### src/rtl/arb_pkg.sv
// Shared types and default widths for the IF/MEM unified-memory port arbiter.
package arb_pkg;

  localparam int ARB_ADDR_W = 32;
  localparam int ARB_DATA_W = 32;

  typedef enum logic [1:0] {
    IDLE   = 2'd0,
    DM_ACC = 2'd1,
    IF_ACC = 2'd2,
    DONE   = 2'd3
  } arb_state_t;

  function automatic logic is_acc(input arb_state_t s);
    return (s == DM_ACC) || (s == IF_ACC);
  endfunction

endpackage

### src/rtl/arb_timeout_counter.sv
// Counts cycles of an outstanding memory access; expired_o flags the last permitted wait cycle.
module arb_timeout_counter #(
  parameter int TIMEOUT_CYCLES = 64
) (
  input  logic clk,
  input  logic reset_n,
  input  logic clear_i,
  input  logic enable_i,
  output logic expired_o
);

  localparam int CW = (TIMEOUT_CYCLES > 2) ? $clog2(TIMEOUT_CYCLES) : 1;

  logic [CW-1:0] cnt_q, cnt_d;

  always_comb begin
    cnt_d = cnt_q;
    if (clear_i) begin
      cnt_d = '0;
    end else if (enable_i) begin
      cnt_d = cnt_q + 1'b1;
    end
  end

  always_ff @(posedge clk or negedge reset_n) begin
    if (!reset_n) begin
      cnt_q <= '0;
    end else begin
      cnt_q <= cnt_d;
    end
  end

  assign expired_o = (cnt_q == CW'(TIMEOUT_CYCLES - 1));

endmodule

### src/rtl/mem_port_arbiter.sv
// Serialises IF and MEM stage requests onto one single-ported memory, DM first, and stalls the pipeline until both finish.
// Optional ARB_TIMEOUT_EN: aborts an access after TIMEOUT_CYCLES without ack and raises a sticky timeout_err_o.
module mem_port_arbiter
  import arb_pkg::*;
#(
  parameter int ADDR_W = ARB_ADDR_W,
  parameter int DATA_W = ARB_DATA_W
`ifdef ARB_TIMEOUT_EN
  ,
  parameter int TIMEOUT_CYCLES = 64
`endif
) (
  input  logic                clk,
  input  logic                reset_n,
  input  logic                if_req_i,
  input  logic [ADDR_W-1:0]   if_addr_i,
  output logic [DATA_W-1:0]   if_rdata_o,
  input  logic                dm_req_i,
  input  logic                dm_we_i,
  input  logic [ADDR_W-1:0]   dm_addr_i,
  input  logic [DATA_W-1:0]   dm_wdata_i,
  input  logic [DATA_W/8-1:0] dm_wmask_i,
  output logic [DATA_W-1:0]   dm_rdata_o,
  output logic                mem_req_o,
  output logic                mem_we_o,
  output logic [ADDR_W-1:0]   mem_addr_o,
  output logic [DATA_W-1:0]   mem_wdata_o,
  output logic [DATA_W/8-1:0] mem_wmask_o,
  input  logic [DATA_W-1:0]   mem_rdata_i,
  input  logic                mem_ack_i,
  output logic                stall_pipl_o,
  output logic                timeout_err_o
);

  localparam int MASK_W = DATA_W / 8;

  arb_state_t        state_q, state_d;
  logic              if_done_q, if_done_d;
  logic              dm_done_q, dm_done_d;
  logic [DATA_W-1:0] if_rdata_q, if_rdata_d;
  logic [DATA_W-1:0] dm_rdata_q, dm_rdata_d;
  logic [ADDR_W-1:0] addr_q, addr_d;
  logic              we_q, we_d;
  logic [DATA_W-1:0] wdata_q, wdata_d;
  logic [MASK_W-1:0] wmask_q, wmask_d;

  logic in_acc;
  logic acc_abort;
  logic acc_end;

  assign in_acc = is_acc(state_q);

`ifdef ARB_TIMEOUT_EN
  logic expired;
  logic err_q;

  arb_timeout_counter #(
    .TIMEOUT_CYCLES(TIMEOUT_CYCLES)
  ) u_timeout (
    .clk      (clk),
    .reset_n  (reset_n),
    .clear_i  (~in_acc | mem_ack_i | expired),
    .enable_i (in_acc & ~mem_ack_i),
    .expired_o(expired)
  );

  assign acc_abort = in_acc & ~mem_ack_i & expired;

  always_ff @(posedge clk or negedge reset_n) begin
    if (!reset_n) begin
      err_q <= 1'b0;
    end else if (acc_abort) begin
      err_q <= 1'b1;
    end
  end

  assign timeout_err_o = err_q;
`else
  assign acc_abort     = 1'b0;
  assign timeout_err_o = 1'b0;
`endif

  assign acc_end = in_acc & (mem_ack_i | acc_abort);

  // Access fields are captured on ACC entry so a flush cannot disturb an in-flight access.
  always_comb begin
    state_d    = state_q;
    if_done_d  = if_done_q;
    dm_done_d  = dm_done_q;
    if_rdata_d = if_rdata_q;
    dm_rdata_d = dm_rdata_q;
    addr_d     = addr_q;
    we_d       = we_q;
    wdata_d    = wdata_q;
    wmask_d    = wmask_q;

    case (state_q)
      IDLE: begin
        if (dm_req_i) begin
          state_d = DM_ACC;
          addr_d  = dm_addr_i;
          we_d    = dm_we_i;
          wdata_d = dm_wdata_i;
          wmask_d = dm_wmask_i;
        end else if (if_req_i) begin
          state_d = IF_ACC;
          addr_d  = if_addr_i;
          we_d    = 1'b0;
          wdata_d = '0;
          wmask_d = '0;
        end
      end
      DM_ACC: begin
        if (acc_end) begin
          dm_done_d = 1'b1;
          if (acc_abort) begin
            dm_rdata_d = '0;
          end else if (!we_q) begin
            dm_rdata_d = mem_rdata_i;
          end
          if (if_req_i && !if_done_q) begin
            state_d = IF_ACC;
            addr_d  = if_addr_i;
            we_d    = 1'b0;
            wdata_d = '0;
            wmask_d = '0;
          end else begin
            state_d = DONE;
          end
        end
      end
      IF_ACC: begin
        if (acc_end) begin
          if_done_d  = 1'b1;
          if_rdata_d = acc_abort ? '0 : mem_rdata_i;
          state_d    = DONE;
        end
      end
      DONE: begin
        state_d   = IDLE;
        if_done_d = 1'b0;
        dm_done_d = 1'b0;
      end
      default: state_d = IDLE;
    endcase
  end

  always_ff @(posedge clk or negedge reset_n) begin
    if (!reset_n) begin
      state_q    <= IDLE;
      if_done_q  <= 1'b0;
      dm_done_q  <= 1'b0;
      if_rdata_q <= '0;
      dm_rdata_q <= '0;
      addr_q     <= '0;
      we_q       <= 1'b0;
      wdata_q    <= '0;
      wmask_q    <= '0;
    end else begin
      state_q    <= state_d;
      if_done_q  <= if_done_d;
      dm_done_q  <= dm_done_d;
      if_rdata_q <= if_rdata_d;
      dm_rdata_q <= dm_rdata_d;
      addr_q     <= addr_d;
      we_q       <= we_d;
      wdata_q    <= wdata_d;
      wmask_q    <= wmask_d;
    end
  end

  assign mem_req_o   = in_acc;
  assign mem_we_o    = in_acc & we_q;
  assign mem_addr_o  = in_acc ? addr_q : '0;
  assign mem_wdata_o = in_acc ? wdata_q : '0;
  assign mem_wmask_o = in_acc ? wmask_q : '0;

  assign if_rdata_o = if_rdata_q;
  assign dm_rdata_o = dm_rdata_q;

  assign stall_pipl_o = (state_q != DONE) &
                        ((if_req_i & ~if_done_q) | (dm_req_i & ~dm_done_q));

endmodule
### config.mk
export PLATFORM = sky130hd
export DESIGN_NAME = mem_port_arbiter
export DESIGN_NICKNAME = d
export VERILOG_FILES = /design/src/rtl/arb_pkg.sv /design/src/rtl/arb_timeout_counter.sv /design/src/rtl/mem_port_arbiter.sv
export SDC_FILE = /design/constraint.sdc
export NUM_CORES = 1
export LEC_CHECK = 0
export CAP_MARGIN = 15
export CORE_UTILIZATION = 29
export CTS_BUF_LIST = sky130_fd_sc_hd__clkbuf_16
export DETAILED_ROUTE_END_ITERATION = 8
export GPL_TIMING_DRIVEN = 0
export PLACE_DENSITY = 0.68
export SLEW_MARGIN = 20
export SYNTH_ARGS = -nofsm -noshare
export SYNTH_HDL_FRONTEND = slang
export SYNTH_SLANG_ARGS = --single-unit
### constraint.sdc
create_clock -name clk -period 2.5 [get_ports clk]
set_input_delay 0.25 -clock clk [delete_from_list [all_inputs] [get_ports clk]]
set_output_delay 0.25 -clock clk [all_outputs]
set_load 0.02 [all_outputs]
==> impl_metrics.tcl <==
set metrics [dict create \
    endpoint_kind "output pin" \
    finalWirelength_um 17700 \
    rsz0062_at_grt "no" \
    fin_crit_ps 2360 \
    die_area_mm2 0.0225 \
    finalSetupViolCount 0 \
    yosysMostFrequentCell "dfrtp_1" \
    synthCells 511 \
    grt_max_degree 74 \
    muxShareOfSynthArea 0.287 \
    ys_types 27 \
    syn_area_mm2 0.00635 \
    fin_area_mm2 0.0100 \
    synth-seq-cells 137 \
    ios 274 \
    yosysWarnings 0 \
    first_pass_iters 4 \
    start_util 0.299 \
    startpoint_type "flip-flop" \
    cts_root_buffer "clkbuf_16" \
    place_congestion 0.764 \
    synth_enable_flop_cells 0 \
    synth_fp_nets 654 \
    cts_made_buffers 17 \
    holdWs_ps 370 \
    finalCritPeriodShare 0.945 \
    final_core_util 0.471 \
    grt_overflow 0 \
    seq_area_frac_synth 0.539 \
    cap_violations 0 \
    drc 0 \
    path_class "reg -> out" \
    max_freq_mhz 423 \
    layout-drive-gt1-share 0.242 \
    final_max_slew_viol_count 0 \
    clk_pin_slew_worst_paths_ps 60 \
    area_delta_synth_final_pct 57.3 \
    antenna_left 0 \
    synth_top_family_by_area "multiplexers" \
    rows 53 \
    synth_common_cells "dfrtp_1 (137), mux2_2 (129), and2_1 (69)" \
    cts_max_path_buffers 2 \
    async_flop_share 1.00 \
    hold_violations 0 \
    dieWidth_um 150 \
    p_leak_nw 4.45 \
    cts_setup_buffers 0 \
    fin_nets 947 \
    core_area_mm2 0.0212 \
    io_buffer_count 272 \
    die_y_um 150 \
    tritoncts "yes" \
    hold_path_class "in -> async" \
    synth.area.top_cells "dfrtp_1 (54%), mux2_2 (23%), and2_1 (6.8%), mux2i_1 (5.8%), inv_1 (2.5%)" \
    crit_chain "inv_1 > ha_1 > buf_4 > buf_2 > and2_1 > dlygate4sd2_1" \
    status "complete, no violations" \
    vias 4782 \
    cpPeakStageDelay_ps 400 \
    yosys.area_share.simple 0.104 \
    grt_pass1_wl_um 27300 \
    grt_pass1_vias 5245 \
    cp_max_fo 10 \
    yosysTopAreaCell "dfrtp_1" \
    drt-vias-per-instance 4.39 \
    synth_area_per_cell_um2 12.4 \
    fillCellCount 2028 \
    ir_drop_mv 0.664 \
    cts_htree_levels 4 \
    synth_xor_area_frac 0 \
    synth-adder-area-share 0.00984 \
    powerDensity_mw_per_mm2 1380 \
    cts_sinks 137 \
    placed_area_mm2 0.00945 \
    slowest_stage "dfrtp_2" \
    antenna_found_initial 1 \
    drt_iter0_markers 83 \
    worst_ep_required_time_ps 2250 \
    grt.total_usage 0.161 \
    synth_compound_area_frac 0.0118 \
    synth_flop_cell "dfrtp_1" \
    skew_ps 6.60 \
    diodes 0 \
    tightest_slew_ps 554 \
    critPathArrivalTime_ps 2110 \
    wire_per_inst_um 16.2 \
    dpl.hpwl_um 13200 \
    clock_latency_ps 410 \
    synthDominantCellAreaShare 0.539 \
    relSlewSlack 0.631 \
]
## per-stage QoR
step / worst slack (ps) / TNS [ps] / total power [W] / instances
finish: 138 / 0 / 0.0138 / 1090
global route: 1.37 / 0 / 0.0147 / 1090
floorplan: 601 / 0 / 0.00819 / 511
CTS: 2.10 / 0 / 0.0140 / 1090
global placement: -4720 / -647740 / 0.0116 / 1058
detailed placement: -222 / -2080 / 0.0117 / 1059
## critical path: cells and delay by family (launching register included)
kind,cells,cell delay (ps)
buffers and inverters,4,840
flip-flops,1,400
adder cells (fa/ha/maj),1,320
AND/OR/NAND/NOR,1,140
## sequential cells by signal (all words and copies together) (netlist names)
| name | cells |
|---|---|
| addr_q | 32 |
| dm_rdata_o | 32 |
| if_rdata_o | 32 |
| wdata_q | 32 |
| wmask_q | 4 |
| state_q | 2 |
| dm_done_q | 1 |
| if_done_q | 1 |
| we_q | 1 |
## cells by family after synthesis
| family | Yosys count |
|---|---|
| mux | 166 |
| simple gates | 120 |
| compound gates | 10 |
| other cells | 1 |
| buf+inv | 72 |
| fa+ha+maj | 5 |
| flops | 137 |
## final timing paths
check                                       start                    endpoint  slack [ps]  cells after the start
setup / recovery           state_q[0]$_DFFE_PN0P_             mem_wdata_o[11]         140                      6
hold / removal                            reset_n  if_rdata_o[18]$_DFFE_PN0P_         370                      2
setup reg to reg           state_q[0]$_DFFE_PN0P_     wdata_q[24]$_DFFE_PN0P_         250                      7
hold reg to reg            addr_q[17]$_DFFE_PN0P_      addr_q[17]$_DFFE_PN0P_         500                      1
max in group asynchronous                 reset_n      addr_q[30]$_DFFE_PN0P_        1360                      3
min in group clk                    dm_wdata_i[6]      wdata_q[6]$_DFFE_PN0P_         390                      3
## cell type report
type / instances / area (um^2) / share of cell area
tap: 275 / 344 / 0.0344
buffer: 30 / 164 / 0.0164
clock buffer: 17 / 425 / 0.0426
inverter: 42 / 158 / 0.0158
clock inverter: 13 / 179 / 0.0179
sequential: 137 / 3430 / 0.343
multi-input combinational: 302 / 2620 / 0.262
timing repair buffer: 274 / 2670 / 0.267
## where the power goes
part / leakage, nW / internal (W) / switching, W
Combinational: 2.49 / 0.00363 / 0.00379
Clock: 0.290 / 0.00165 / 0.000992
Sequential: 1.68 / 0.00327 / 0.000487
## timing repair
action / 4_1_cts / 5_1_grt
gates resized for setup: 85 / 37
hold buffers: 1 / 0
endpoints found under the setup margin: 69 / 77
hold endpoints to repair: 64 / 0
## layer usage
metal	routed length, um	vias to the layer above	part of all wire	global-route usage
met5	0	-	0	0
met3	1880	14	0.11	0.0668
met4	211	0	0.012	0.0510
li1	-	2268	-	-
met1	7240	2307	0.41	0.180
met2	8360	193	0.47	0.275
## cells in the final DEF, fill, tap and decap left out, types with 3 or more instances in the layout
cell type	netlist	routed
dfrtp_1	137	136
clkdlybuf4s50_1	0	202
nand2_1	38	38
mux2i_1	37	37
clkbuf_16	0	17
ha_1	5	5
bufinv_16	0	4
clkdlybuf4s15_1	0	16
and2_1	69	69
buf_4	4	6
nand2b_1	3	3
mux2_2	129	129
clkbuf_1	11	4
inv_1	42	42
a21oi_1	3	3
clkbuf_2	0	9
nor2b_1	4	4
dlygate4sd2_1	0	43
buf_2	14	16
Note: power is estimated with default switching activity, not from simulation.
